[src/rtl/conc_stim_player_pkg.sv]
// Shared types and opcode field helpers for the stimulus replay engine.
// Field offsets are relative: rep sits above the data lane, flags above rep.
package conc_stim_pkg;

    typedef enum logic [1:0] {
        S_IDLE = 2'd0,
        S_RUN  = 2'd1,
        S_DONE = 2'd2
    } state_t;

    localparam int REP_LSB  = 0;
    localparam int DISP_BIT = 0;
    localparam int OBS_BIT  = 1;
    localparam int LAST_BIT = 2;

    // Opcodes are widened to this before extraction so one set of helpers serves any DATA_W/REP_W.
    localparam int OP_MAX_W = 128;
    typedef logic [OP_MAX_W-1:0] op_max_t;

    function automatic op_max_t field_mask(input int w);
        return (op_max_t'(1) << w) - op_max_t'(1);
    endfunction

    function automatic logic op_bit(input op_max_t op, input int pos);
        op_max_t t;
        t = op >> pos;
        return t[0];
    endfunction

    function automatic op_max_t op_data(input op_max_t op, input int dw);
        return op & field_mask(dw);
    endfunction

    function automatic op_max_t op_rep(input op_max_t op, input int dw, input int rw);
        return (op >> (dw + REP_LSB)) & field_mask(rw);
    endfunction

    function automatic logic op_disp(input op_max_t op, input int dw, input int rw);
        return op_bit(op, dw + rw + DISP_BIT);
    endfunction

    function automatic logic op_obs(input op_max_t op, input int dw, input int rw);
        return op_bit(op, dw + rw + OBS_BIT);
    endfunction

    function automatic logic op_last(input op_max_t op, input int dw, input int rw);
        return op_bit(op, dw + rw + LAST_BIT);
    endfunction

endpackage

[src/rtl/conc_stim_player_if.sv]
// Loader/control side and stimulus/status side of the replay engine.
// master = harness (loader + DUT-facing consumer), slave = the player.
interface conc_stim_player_if #(
    parameter int DATA_W = 32,
    parameter int DEPTH  = 16,
    parameter int REP_W  = 8
);
    localparam int ADDR_W = $clog2(DEPTH);
    localparam int OP_W   = DATA_W + REP_W + 3;

    logic              wr_en;
    logic [ADDR_W-1:0] wr_addr;
    logic [OP_W-1:0]   wr_data;
    logic              start;
    logic              loop_en;
    logic              pause;
    logic              abort;
    logic [DATA_W-1:0] stim_data;
    logic              stim_display;
    logic              stim_obs;
    logic              stim_valid;
    logic [ADDR_W-1:0] pc;
    logic              busy;
    logic              done;
    logic [31:0]       beat_cnt;

    modport master (
        output wr_en, wr_addr, wr_data, start, loop_en, pause, abort,
        input  stim_data, stim_display, stim_obs, stim_valid, pc, busy, done, beat_cnt
    );

    modport slave (
        input  wr_en, wr_addr, wr_data, start, loop_en, pause, abort,
        output stim_data, stim_display, stim_obs, stim_valid, pc, busy, done, beat_cnt
    );
endinterface

[src/rtl/conc_stim_player_ram.sv]
// Opcode program store: one synchronous write port, one asynchronous read port.
// Contents survive reset; the player reads the next entry combinationally.
module conc_stim_ram #(
    parameter int DEPTH  = 16,
    parameter int OP_W   = 43,
    parameter int ADDR_W = $clog2(DEPTH)
) (
    input  logic              i_clk,
    input  logic              i_wr_en,
    input  logic [ADDR_W-1:0] i_wr_addr,
    input  logic [OP_W-1:0]   i_wr_data,
    input  logic [ADDR_W-1:0] i_rd_addr,
    output logic [OP_W-1:0]   o_rd_data
);
    logic [OP_W-1:0] r_mem [DEPTH];

    always_ff @(posedge i_clk) begin
        if (i_wr_en) begin
            r_mem[i_wr_addr] <= i_wr_data;
        end
    end

    assign o_rd_data = r_mem[i_rd_addr];
endmodule

[src/rtl/conc_stim_player.sv]
// Stimulus replay engine: plays a preloaded opcode program one beat per clock.
// Start-to-first-beat 1 cycle, no bubbles between entries; pause freezes beats in place.
module conc_stim_player
    import conc_stim_pkg::*;
#(
    parameter int DATA_W = 32,
    parameter int DEPTH  = 16,
    parameter int REP_W  = 8
) (
    input  logic               clk,
    input  logic               reset,
    conc_stim_player_if.slave  bus
);
    localparam int ADDR_W = $clog2(DEPTH);
    localparam int OP_W   = DATA_W + REP_W + 3;

    state_t            r_state;
    logic [ADDR_W-1:0] r_pc;
    logic [REP_W-1:0]  r_rep;
    logic [31:0]       r_beat;
    logic [DATA_W-1:0] r_data;
    logic              r_disp;
    logic              r_obs;
    logic              r_last;
    logic              r_valid;
    logic              r_done;

    logic              w_not_run;
    logic              w_final;
    logic              w_abort;
    logic              w_we;
    logic [ADDR_W-1:0] w_rd_addr;
    logic [OP_W-1:0]   w_rd_op;
    op_max_t           w_op;

    assign w_not_run = (r_state != S_RUN);
    assign w_final   = r_last || (r_pc == ADDR_W'(DEPTH - 1));
    assign w_abort   = bus.abort && (r_state != S_IDLE);
    assign w_we      = bus.wr_en && w_not_run && !bus.start;
    // The only entry ever fetched is the one loaded at the next edge: 0 on start/wrap, else pc+1.
    assign w_rd_addr = (w_not_run || w_final) ? '0 : r_pc + ADDR_W'(1);
    assign w_op      = op_max_t'(w_rd_op);

    conc_stim_ram #(
        .DEPTH  (DEPTH),
        .OP_W   (OP_W),
        .ADDR_W (ADDR_W)
    ) u_ram (
        .i_clk     (clk),
        .i_wr_en   (w_we),
        .i_wr_addr (bus.wr_addr),
        .i_wr_data (bus.wr_data),
        .i_rd_addr (w_rd_addr),
        .o_rd_data (w_rd_op)
    );

    always_ff @(posedge clk) begin
        if (!reset || w_abort) begin
            r_state <= S_IDLE;
            r_pc    <= '0;
            r_rep   <= '0;
            r_beat  <= '0;
            r_data  <= '0;
            r_disp  <= 1'b0;
            r_obs   <= 1'b0;
            r_last  <= 1'b0;
            r_valid <= 1'b0;
            r_done  <= 1'b0;
        end else if (r_state == S_RUN) begin
            if (!bus.pause) begin
                if (r_rep != '0) begin
                    r_rep <= r_rep - REP_W'(1);
                    if (r_beat != '1) r_beat <= r_beat + 32'd1;
                end else if (w_final && !bus.loop_en) begin
                    r_state <= S_DONE;
                    r_valid <= 1'b0;
                    r_done  <= 1'b1;
                end else begin
                    r_pc   <= w_rd_addr;
                    r_rep  <= REP_W'(op_rep(w_op, DATA_W, REP_W));
                    r_data <= DATA_W'(op_data(w_op, DATA_W));
                    r_disp <= op_disp(w_op, DATA_W, REP_W);
                    r_obs  <= op_obs(w_op, DATA_W, REP_W);
                    r_last <= op_last(w_op, DATA_W, REP_W);
                    if (r_beat != '1) r_beat <= r_beat + 32'd1;
                end
            end
        end else if (bus.start) begin
            r_state <= S_RUN;
            r_pc    <= w_rd_addr;
            r_rep   <= REP_W'(op_rep(w_op, DATA_W, REP_W));
            r_data  <= DATA_W'(op_data(w_op, DATA_W));
            r_disp  <= op_disp(w_op, DATA_W, REP_W);
            r_obs   <= op_obs(w_op, DATA_W, REP_W);
            r_last  <= op_last(w_op, DATA_W, REP_W);
            r_beat  <= 32'd1;
            r_valid <= 1'b1;
            r_done  <= 1'b0;
        end
    end

    assign bus.stim_data    = r_data;
    assign bus.stim_display = r_disp;
    assign bus.stim_obs     = r_obs;
    assign bus.stim_valid   = r_valid;
    assign bus.pc           = r_pc;
    assign bus.busy         = (r_state == S_RUN);
    assign bus.done         = r_done;
    assign bus.beat_cnt     = r_beat;
endmodule

[src/flat_wrapper.sv]
// flat-port wrapper written by rule: the top's interface ports become plain ports
module conc_stim_player_flat import conc_stim_pkg::*;
#(
    parameter int DATA_W = 32,
    parameter int DEPTH  = 16,
    parameter int REP_W  = 8
)
  (clk, reset, bus_wr_en, bus_wr_addr, bus_wr_data, bus_start, bus_loop_en, bus_pause, bus_abort, bus_stim_data, bus_stim_display, bus_stim_obs, bus_stim_valid, bus_pc, bus_busy, bus_done, bus_beat_cnt);
  conc_stim_player_if #(.DATA_W(DATA_W), .DEPTH(DEPTH), .REP_W(REP_W)) bus_i ();
  input  logic clk;
  input  logic reset;
  input wire logic [$bits(bus_i.wr_en)-1:0] bus_wr_en;
  input wire logic [$bits(bus_i.wr_addr)-1:0] bus_wr_addr;
  input wire logic [$bits(bus_i.wr_data)-1:0] bus_wr_data;
  input wire logic [$bits(bus_i.start)-1:0] bus_start;
  input wire logic [$bits(bus_i.loop_en)-1:0] bus_loop_en;
  input wire logic [$bits(bus_i.pause)-1:0] bus_pause;
  input wire logic [$bits(bus_i.abort)-1:0] bus_abort;
  output wire logic [$bits(bus_i.stim_data)-1:0] bus_stim_data;
  output wire logic [$bits(bus_i.stim_display)-1:0] bus_stim_display;
  output wire logic [$bits(bus_i.stim_obs)-1:0] bus_stim_obs;
  output wire logic [$bits(bus_i.stim_valid)-1:0] bus_stim_valid;
  output wire logic [$bits(bus_i.pc)-1:0] bus_pc;
  output wire logic [$bits(bus_i.busy)-1:0] bus_busy;
  output wire logic [$bits(bus_i.done)-1:0] bus_done;
  output wire logic [$bits(bus_i.beat_cnt)-1:0] bus_beat_cnt;
  assign bus_i.wr_en = bus_wr_en;
  assign bus_i.wr_addr = bus_wr_addr;
  assign bus_i.wr_data = bus_wr_data;
  assign bus_i.start = bus_start;
  assign bus_i.loop_en = bus_loop_en;
  assign bus_i.pause = bus_pause;
  assign bus_i.abort = bus_abort;
  assign bus_stim_data = bus_i.stim_data;
  assign bus_stim_display = bus_i.stim_display;
  assign bus_stim_obs = bus_i.stim_obs;
  assign bus_stim_valid = bus_i.stim_valid;
  assign bus_pc = bus_i.pc;
  assign bus_busy = bus_i.busy;
  assign bus_done = bus_i.done;
  assign bus_beat_cnt = bus_i.beat_cnt;
  conc_stim_player #(.DATA_W(DATA_W), .DEPTH(DEPTH), .REP_W(REP_W)) u_core (.clk(clk), .reset(reset), .bus(bus_i));
endmodule
[config.mk]
export PLATFORM = sky130hd
export DESIGN_NAME = conc_stim_player_flat
export DESIGN_NICKNAME = d
export VERILOG_FILES = /design/src/rtl/conc_stim_player_pkg.sv /design/src/rtl/conc_stim_player_if.sv /design/src/rtl/conc_stim_player_ram.sv /design/src/rtl/conc_stim_player.sv /design/src/flat_wrapper.sv
export SDC_FILE = /design/constraint.sdc
export NUM_CORES = 1
export LEC_CHECK = 0
export CELL_PAD_IN_SITES_DETAIL_PLACEMENT = 1
export CELL_PAD_IN_SITES_GLOBAL_PLACEMENT = 2
export CORE_ASPECT_RATIO = 0.9
export CORE_MARGIN = 4
export CORE_UTILIZATION = 45
export CTS_CLUSTER_SIZE = 8
export DETAILED_ROUTE_END_ITERATION = 7
export GPL_TIMING_DRIVEN = 0
export MAX_ROUTING_LAYER = met4
export PLACE_DENSITY = 0.88
export SETUP_SLACK_MARGIN = 0.2
export SLEW_MARGIN = 25
export SYNTH_ARGS = -nofsm -noshare
export SYNTH_HDL_FRONTEND = slang
export SYNTH_HIERARCHICAL = 1
export SYNTH_SLANG_ARGS = --single-unit
[constraint.sdc]
create_clock -name clk -period 10.3 [get_ports clk]
set_input_delay 1.03 -clock clk [delete_from_list [all_inputs] [get_ports clk]]
set_output_delay 1.03 -clock clk [all_outputs]
set_load 0.02 [all_outputs]
==> impl_results.md, run 1 <==
- Die Span Y: 251.7 um
- Filler cell count: 5834
- Mean post-synth cell area: 19.14 um2
- CP Capture Type: register
- Initial Util: 45.36%
- Final hold viol count: 0
- Reg power frac: 46.3%
- Seq/Total Area, Yosys: 75.03%
- Crit path max-delay family: buffers and inverters
- RSZ-0062 raised after global routing: no
- Antenna violations before repair: 2
- Via density per instance: 6.182
- Routability cong.: 0.8176
- Clk slew on worst S/H paths: 0.05 ns
- Setup Fix Bufs, Post-CTS: 0
- CTS tree: done
- Final period util: 44.20%
- Buf/Inv on CP: 3
- CTS buffer count: 106
- Synth warnings: 6
- Int Pwr: 5.737 mW
- Part of the power in the clock network: 43.3%
- DIE WIDTH: 278.8 um
- Setup violators final: 0
- Row cnt: 89
- Iter 0 DRT Violations: 2159
- Worst EP required: 10.76 ns
- Combinational fraction of design power: 10.4%
- Clk_skew: 0.05568 ns
- Xor/xnor share of the synthesized area: 0.05898%
- CP Launch Type: register
- Tot GR Track Use: 25.53%
- Clk root buf: clkbuf_16
- Clock latency at the later pin of the worst-skew pair: 0.67 ns
- Fin area: 36300 um2
- Synth unique cells: 64
- Worst Tran Pin Value: 1.058 ns
- First-pass iteration count of the detailed router: 5
- Top cells by count, synth: 688 x edfxtp_1, 172 x mux4_2, 154 x nand2_1, 87 x a22oi_1, 81 x dfxtp_1
- Final wirelength: 86.60 mm
- Worst Hold Class: reg2reg
- Seq cells post-synth: 769
- CTS max path bufs: 3
- Layout cells sized above 1: 22.31%
- Simple-gate area share of the yosys netlist: 5.022%
- Share of the synthesized area in the top cell type: 69.57%
- NetSw: 1.797 mW
- Adder-cell share of the synthesized area: 0.1685%
- Post-synthesis cell area: 29700 um2
- Antenna Violating Nets Remaining: 0
- Multiplexer share of the synthesized area: 13.44%
- Synth area leaders: edfxtp_1 70%, mux4_2 13%, dfxtp_1 5.5%, a22oi_1 2.2%, nand2_1 1.9%
- Cells after Synth: 1552
- H-tree Lvls: 3
- CTS Sinks: 769
- First-pass GRT wire length: 127.2 mm
- Max Cap Viol: 0
- # IOs: 127
- Hold_buf cts: 0
- Layout Area Growth over Synthesis: 22.22%
- PortBufs: 126
- Status: completed
- WL/cell: 30.95 um
- Mapped Nets: 1610
- Final Max Slew Viols: 0
- Total number of vias: 17300
- Max Fclk: 219.7 MHz
- Post-synth top area cell: edfxtp_1
- Switching share of power: 23.85%
- Largest fanout on the critical path: 10
- Worst path max stage delay: 0.68 ns
- Setup TNS: 0 ns
- Max VDD drop: 0.0001365 V
- Placed inst area: 33170 um2
- Critical Path, Cell by Cell: ha_1 > a31oi_1 > and3_1 > buf_2 > clkbuf_1 > buf_2 > mux4_2 > a22oi_1 > nand2_1 > mux2_2 > a22oi_1 > nor2_1
- Power per cell area: 207.6 nW/um2
- Cell with the most instances after synthesis: edfxtp_1
- Rel. slew slack: 29.49%
- Number of global-route vias before repair: 18640
- Die area: 70180 um2
- Crit path DAT: 5.02 ns
- Setup CP Type: reg2reg
- Post-synth EDFFs: 688
- Post-synthesis compound-gate area fraction: 4.563%
- Pin count of the biggest net entering global routing: 19
- Core ar.: 65480 um2
- Largest family of logic cells by synthesized area: multiplexers
- Final Critical Period: 4.552 ns
- CTS resizes: 0
- Ys async rst share: 0%
- Top FF cell, synth: edfxtp_1
- DRC viols: 0
- Slowest stage cell, crit path: a31oi_1
- Post-detail-place hpwl: 54.19 mm
- P_leak: 11.40 nW
- Total grt overflow: 0
- Final layout net count: 1902
[area by class of cell]
type / count / area (um2) / area share, %
clock inverters: 7 / 135.1 / 0.3723
plain buffers: 85 / 471.7 / 1.300
repair buffers: 184 / 2281 / 6.284
flip-flops and latches: 769 / 22280 / 61.39
multi-input cells: 688 / 7015 / 19.33
clock buffers: 189 / 2985 / 8.225
diodes: 2 / 5.005 / 0.01379
inverters: 10 / 40.04 / 0.1103
well taps: 864 / 1081 / 2.978
[power groups by stage]
stage	clock, mW	combinational (mW)	sequential, mW
6_report	3.26	0.783	3.49
3_5_place_dp	0	0.770	3.55
2_1_floorplan	0	0.456	3.56
4_1_cts	3.32	0.787	3.49
3_3_place_gp	0	0.726	3.55
5_1_grt	3.46	0.833	3.49
[per-stage QoR]
step	hold slack (ns)	worst slack, ns	util [%]	total power [mW]	cells
after detailed placement	0.4470	5.998	50.66	4.317	2600
after CTS	0.4540	5.876	55.43	7.591	2796
after global routing	0.4704	5.732	55.43	7.787	2798
final	0.4533	5.748	55.43	7.534	2798
after global placement	0.4452	0.7759	48.93	4.271	2542
after floorplan	0.4358	5.012	-	4.019	1552
[per-layer routing]
layer | track usage (%) | part of all wire, %
met5 | - | 0
met4 | 6.154 | 2.2
met3 | 5.690 | 8.1
met2 | 41.57 | 50
met1 | 33.27 | 40
[sequential cells by signal, indices dropped and copies added, names as in the netlist]
name	count
u_core/r_last	1
u_core/bus.stim_obs	1
u_core/r_state	2
u_core/bus.pc	4
u_core/bus.stim_data	32
u_core/r_rep	8
u_core/u_ram/r_mem	688
u_core/bus.beat_cnt	32
u_core/bus.stim_display	1
[cell usage in the layout, fill, tap and decap left out, drive strengths merged, types with 6 or more instances in the layout]
cell type,synthesis,routed
a21oi,68,68
and3,7,7
nand3,19,19
a22oi,87,87
nor3,13,13
or4,17,17
nor4,8,8
mux2i,6,6
nor2,32,32
nand4,12,12
clkbuf,38,227
edfxtp,688,688
mux4,172,172
buf,47,105
o31ai,16,16
dfxtp,81,81
clkdlybuf4s50,0,126
nand2b,8,8
nand2,155,155
o21ai,12,12
inv,10,13
[path summary, 6_finish.rpt]
check | start | endpoint | slack, ns | cells past startpoint
setup / recovery | u_core/bus.pc[0] | u_core/r_rep[4] | 5.75 | 12
hold / removal | u_core/bus.stim_data[31] | u_core/bus.stim_data[31] | 0.45 | 2
setup reg to reg | u_core/bus.pc[0] | u_core/r_rep[4] | 5.75 | 12
hold reg to reg | u_core/bus.stim_data[31] | u_core/bus.stim_data[31] | 0.45 | 2
[cells by family after synthesis]
logic type | count (synthesis)
compound gates | 204
xor+xnor | 2
fa+ha+maj | 4
buf+inv | 95
flops | 769
mux | 182
simple gates | 296
[worst min-delay path, stage by stage, from the launching register on]
cell     delay (ns)
dfxtp_1        0.30
nand2_1        0.05
a21oi_1        0.05
(Power assumes the default switching activity.)
==> inputs of run 2 (changes only) <==
CORE_UTILIZATION = 42   (was 45)
PLACE_DENSITY = 0.87   (was 0.88)
clock period = 3.86 ns   (was 10.3 ns; I/O delays follow)
==> run 2 against run 1 <==
Register-to-register slack worse by 5.5 ns; wire length is 0.11% lower; non-clock buffer count is 6 lower; critical endpoint is now u_core/r_rep[5].
==> impl_results.md, run 2 (same netlist as run 1, synthesis figures left out) <==
- Status: completed
- Crit path DAT: 4.09 ns (-0.93 ns)
- Number of flip-flops in the largest register: 688 (unchanged)
- Power per cell area: 550.2 nW/um2 (+170%)
- Via density per instance: 6.030 (-2.5%)
- Multi-input logic area: 7063 um2 (+0.68%)
- Largest fanout on the critical path: 10 (unchanged)
- Worst Tran Pin Value: 1.030 ns (-0.02807 ns)
- Critical Path Source: u_core/bus.pc[0]
- Layout cells sized above 1: 22.81% (+0.50 points)
- Clk slew on worst S/H paths: 0.05 ns (about the same)
- Final wirelength: 86.50 mm (-0.11%)
- PortBufs: 126 (unchanged)
- Filler cell count: 6351 (+8.9%)
- Layout Area Growth over Synthesis: 23.16%
- Routability cong.: 0.8249 (+0.89%)
- DP Cell Count: 2669 (+2.7%)
- Worst EP required: 4.35 ns (-6.41 ns)
- RR Startpoint: u_core/bus.pc[0]
- Row cnt: 92 (+3.4%)
- Most flop-heavy register: u_core/u_ram/r_mem
- Pin count of the biggest net entering global routing: 19 (unchanged)
- R2R cell count: 11 (-1)
- Number of global-route vias before repair: 18440 (-1.1%)
- Die area: 75040 um2 (+6.9%)
- Commonest non-fill, non-tap cells in the layout: 688 x edfxtp_1, 172 x mux4_2, 153 x nand2_1
- Die Span Y: 260.3 um (+3.4%)
- Final period util: 93.16% (+49 points)
- Tot GR Track Use: 23.79% (-1.7 points)
- CTS max path bufs: 3 (unchanged)
- First-pass iteration count of the detailed router: 6 (+1)
- Antenna violations before repair: 10 (+8)
- Setup slack, reg-to-reg: 0.26 ns (-5.48 ns)
- Final Max Slew Viols: 0 (unchanged)
- Antenna Violating Nets Remaining: 0 (unchanged)
- # IOs: 127 (unchanged)
- CTS Sinks: 769 (unchanged)
- Final layout net count: 1896 (-0.32%)
- Worst hold stages: 2 (unchanged)
- RSZ-0062 raised after global routing: yes
- CTS tree: done
- CP endpoint: u_core/r_rep[5]
- Most common cell after layout, fill and taps aside: edfxtp_1
- Total number of vias: 17280 (-0.087%)
- Post-detail-place hpwl: 55.12 mm (+1.7%)
- Max VDD drop: 0.0004065 V (+200%)
- Total grt overflow: 0 (unchanged)
- First-pass GRT wire length: 125.5 mm (-1.4%)
- Core ar.: 70100 um2 (+7.1%)
- WL/cell: 30.18 um (-2.5%)
- Final non-filler cell total: 2866 (+2.4%)
- Final hold viol count: 0 (unchanged)
- CP Launch Type: register
- Clock latency at the later pin of the worst-skew pair: 0.69 ns (+0.02 ns)
- Rel. slew slack: 31.36% (+1.9 points)
- Max Cap Viol: 0 (unchanged)
- Setup CP Type: reg2reg
- Register area: 22280 um2 (unchanged)
- CTS buffer count: 106 (unchanged)
- H-tree Lvls: 3 (unchanged)
- Clk_skew: 0.08357 ns (+0.02788 ns)
- Final Util: 52.18% (-3.3 points)
- Final Critical Period: 3.596 ns (-0.9562 ns)
- Initial Util: 42.36% (-3.0 points)
- Worst Hold Class: reg2reg
- Clk root buf: clkbuf_16
- Hold_buf cts: 0 (unchanged)
- CP Capture Type: register
- DRC viols: 0 (unchanged)
- Setup violators final: 0 (unchanged)
- RR Endpoint: u_core/r_rep[5]
- P_leak: 11.45 nW (+0.42%)
- Iter 0 DRT Violations: 1866 (-14%)
- Max Fclk: 278.1 MHz (+27%)
- DIE WIDTH: 288.3 um (+3.4%)
-- run 2: cell type report --
class,count,area share (%)
timing repair buffer,178,6.472
multi-input combinational,688,19.31
buffer,85,1.375
inverter,10,0.1095
antenna,10,0.06841
tap,940,3.215
sequential,769,60.92
clock buffer,178,8.018
clock inverter,8,0.5165
-- run 2: power by group --
part | leakage [nW] | switching [mW] | total (mW) | internal, mW
Sequential | 6.85 | 0.0836 | 9.30 | 9.21
Clock | 1.48 | 3.50 | 8.71 | 5.20
Combinational | 3.12 | 1.20 | 2.12 | 0.914
-- run 2: worst max-delay path, cell delays in order, from the launching register on --
cell,delay (ns)
dfxtp_1,0.42
ha_1,0.32
a31oi_4,0.17
nand2_1,0.13
nor2_1,0.41
and2_1,0.22
clkbuf_1,0.46
clkbuf_2,0.47
a22oi_1,0.16
nand2_1,0.16
o21ai_0,0.16
a221oi_1,0.33
-- run 2: how the worst min path moves through the flow --
stage | slack, ns | endpoint | from
5_1_grt | 0.48 | u_core/bus.stim_data[1] | u_core/bus.stim_data[1]
3_3_place_gp | 0.45 | u_core/bus.stim_data[2] | u_core/bus.stim_data[2]
2_1_floorplan | 0.44 | u_core/r_last | u_core/r_last
6_report | 0.45 | u_core/bus.stim_data[29] | u_core/bus.stim_data[29]
4_1_cts | 0.46 | u_core/bus.stim_data[29] | u_core/bus.stim_data[29]
3_5_place_dp | 0.45 | u_core/bus.stim_data[29] | u_core/bus.stim_data[29]
-- run 2: metrics by stage --
stage	hold WS, ns	TNS, ns	total power, mW	worst slack (ns)	area, um2
6_report	0.4526	0	20.12	0.2639	36580
2_1_floorplan	0.4358	0	10.72	0.1374	29720
3_3_place_gp	0.4475	-1566.78	11.40	-2.467	32160
5_1_grt	0.4771	0	20.83	0.1600	36580
3_5_place_dp	0.4493	-2.737	11.53	-0.4926	33370
4_1_cts	0.4561	0	20.28	0.2582	36540
-- run 2: repair_timing --
action,CTS,global route
pin swaps,1,0
setup buffers,1,0
endpoints found under the setup margin,43,4
gates resized for setup,14,8
-- run 2: metal layers --
layer | GRT usage (%) | part of all wire (%) | vias up
met2 | 38.18 | 50 | 968
met1 | 29.85 | 38 | 9151
met3 | 6.515 | 9.5 | 175
li1 | - | - | 6988
met5 | - | 0 | -
met4 | 7.288 | 2.7 | 0
==> inputs of run 3 (changes only) <==
CELL_PAD_IN_SITES_GLOBAL_PLACEMENT = 1   (was 2)
CORE_UTILIZATION = 45   (was 42)
GPL_TIMING_DRIVEN = default   (was 0)
PLACE_DENSITY = 0.84   (was 0.87)
==> run 3 against run 2 <==
Via count fell by 1.9%; critical endpoint is now u_core/r_rep[0]; count of clock-buffer cells in the layout is 4 higher; sequential share of layout area rose by 1.8 points; global-route usage grew 0.64 points; cell area shrank 2.8%; critical path type unchanged; total power down 0.66%; sequential power is essentially flat; largest cell class unchanged.
==> impl_results.md, run 3 (same netlist as run 1, synthesis figures left out) <==
- Slowest stage cell, crit path: mux4_2
- Post-detail-place hpwl: 43.47 mm (-21%)
- Commonest non-fill, non-tap cells in the layout: 688 x edfxtp_1, 172 x mux4_2, 153 x nand2_1
- First-pass GRT wire length: 122.8 mm (-2.1%)
- Most flop-heavy register: u_core/u_ram/r_mem
- Combinational fraction of design power: 9.8% (-0.7 points)
- Total number of vias: 16960 (-1.9%)
- CTS tree: done
- Worst hold stages: 2 (unchanged)
- Clk root buf: clkbuf_16
- DRC viols: 0 (unchanged)
- Via density per instance: 6.257 (+3.8%)
- Crit path DAT: 3.94 ns (-0.15 ns)
- CTS resizes: 0 (-14)
- CP Capture Type: register
- Final layout net count: 1815 (-4.3%)
- First-pass iteration count of the detailed router: 7 (+1)
- Clk slew on worst S/H paths: 0.05 ns (about the same)
- CP Launch Type: register
- Critical Path, Cell by Cell: ha_1 > a31oi_1 > nand2_1 > nor2_4 > buf_4 > mux4_2 > a22oi_1 > nand2_1 > or2_2 > a21oi_1 > a311oi_1
- Row cnt: 89 (-3.3%)
- Crit path max-delay family: simple AND/OR/NAND/NOR gates
- DIE WIDTH: 278.8 um (-3.3%)
- Clk_skew: 0.05053 ns (-0.03303 ns)
- Routability cong.: 0.7667 (-7.1%)
- Antenna Violating Nets Remaining: 0 (unchanged)
- Initial Util: 45.36% (+3.0 points)
- Critical Path Stages: 11 (unchanged)
- Setup CP Type: reg2reg
- CTS max path bufs: 3 (unchanged)
- Int Pwr: 15.27 mW (-0.39%)
- Cell mode on critical path: nand2_1
- CTS buffer count: 106 (unchanged)
- Critical Path Source: u_core/bus.pc[0]
- Status: completed
- Core ar.: 65480 um2 (-6.6%)
- Iter 0 DRT Violations: 2051 (+9.9%)
- Number of global-route vias before repair: 18280 (-0.87%)
- Final wirelength: 83.43 mm (-3.5%)
- H-tree Lvls: 3 (unchanged)
- Largest fanout on the critical path: 14 (+4)
- Final hold viol count: 0 (unchanged)
- RR Startpoint: u_core/bus.pc[0]
- Final period util: 89.89% (-3.3 points)
- Most common cell after layout, fill and taps aside: edfxtp_1
- Max Fclk: 288.2 MHz (+3.6%)
- CTS Sinks: 769 (unchanged)
- Max VDD drop: 0.0003864 V (-4.9%)
- Setup TNS: 0 ns (unchanged)
- Clock latency at the later pin of the worst-skew pair: 0.68 ns (about the same)
- Pin count of the biggest net entering global routing: 60 (+41)
- RSZ-0062 raised after global routing: no
- P_leak: 11.00 nW (-3.9%)
- Layout Area Growth over Synthesis: 19.69%
- # IOs: 127 (unchanged)
- PortBufs: 126 (unchanged)
- Fin area: 35550 um2 (-2.8%)
- WL/cell: 30.79 um (+2.0%)
- Number of flip-flops in the largest register: 688 (unchanged)
- Total grt overflow: 0 (unchanged)
- Setup violators final: 0 (unchanged)
- Tot GR Track Use: 24.42% (+0.64 points)
- Worst path max stage delay: 0.56 ns (+0.09 ns)
- Max Cap Viol: 0 (unchanged)
- Die Span Y: 251.7 um (-3.3%)
- Buf/Inv on CP: 1 (-1)
- Hold Startpoint: u_core/bus.stim_data[8]
- Power per cell area: 562.4 nW/um2 (+2.2%)
- R2R cell count: 11 (unchanged)
- Layout cells sized above 1: 21.28% (-1.5 points)
- Part of the power in the clock network: 43.7% (+0.4 points)
- NetSw: 4.718 mW (-1.5%)
- Antenna violations before repair: 9 (-1)
- Placed inst area: 32370 um2 (-3.0%)
- Pwr Total: 19.99 mW (-0.66%)
- Rel. slew slack: 38.71% (+7.4 points)
- Switching share of power: 23.60% (-0.21 points)
- Worst Hold Class: reg2reg
- Reg power frac: 46.6% (+0.4 points)
- Worst Tran Pin Value: 0.9171 ns (-0.1125 ns)
- Worst EP required: 4.33 ns (-0.02 ns)
- Die area: 70180 um2 (-6.5%)
- Final Max Slew Viols: 0 (unchanged)
- Final Critical Period: 3.470 ns (-0.1264 ns)
-- run 3: cell count changes in the layout (fill, tap and decap cells not counted), moves of 8 or more --
cell      change
buf_12       +16
buf_16       -29
buf_2        -22
buf_4        +28
buf_6        -24
buf_8         -9
clkbuf_1     -28
clkbuf_2      -8
-- run 3: repair_timing --
item | 4_1_cts | 5_1_grt
buffers inserted | 0 | 5
hold buffers | 0 | 0
setup endpoints to repair | 0 | 1
-- run 3: path summary, 6_finish.rpt --
path | to | slack [ns]
max reg2reg | u_core/r_rep[0] | 0.39
min | u_core/bus.stim_data[8] | 0.46
max | u_core/r_rep[0] | 0.39
min reg2reg | u_core/bus.stim_data[8] | 0.46
-- run 3: per-layer routing --
metal | GRT usage [%] | vias to the layer above | wire (um)
met3 | 6.042 | 139 | 7106
met2 | 39.38 | 966 | 42000
li1 | - | 6817 | -
met5 | - | - | 0
met1 | 30.85 | 9034 | 32210
met4 | 7.964 | 0 | 2110
-- run 3: through the flow --
stage          util (%)  instances  hold slack [ns]  worst slack (ns)
6_report          54.29       2710           0.4561            0.3903
2_1_floorplan         -       1552           0.4358            0.1374
5_1_grt           54.29       2710           0.4873            0.2009
4_1_cts           54.20       2696           0.4582            0.4318
3_3_place_gp      49.44       2508           0.4476            0.7013
3_5_place_dp      49.44       2508           0.4490            0.5129
-- run 3: area by class of cell --
type	count	area, um2
clock buffer	182	2980
fill	5853	29930
tap	864	1081
clock inverter	6	135.1
inverter	10	40.04
timing repair buffer	182	1919
multi-input combinational	688	7087
antenna	9	22.52
sequential	769	22280
-- run 3: power by group through the flow --
stage	logic (mW)	registers (mW)	clock network, mW
after floorplan	1.22	9.51	0
after global placement	1.84	9.46	0
after detailed placement	1.92	9.47	0
after CTS	1.96	9.31	8.88
after global routing	2.09	9.32	9.29
final	1.95	9.31	8.73
-- run 3: worst min-delay path, stage by stage, from the launching register on --
cell	delay, ns
dfxtp_1	0.31
nand2_1	0.05
a21oi_1	0.05
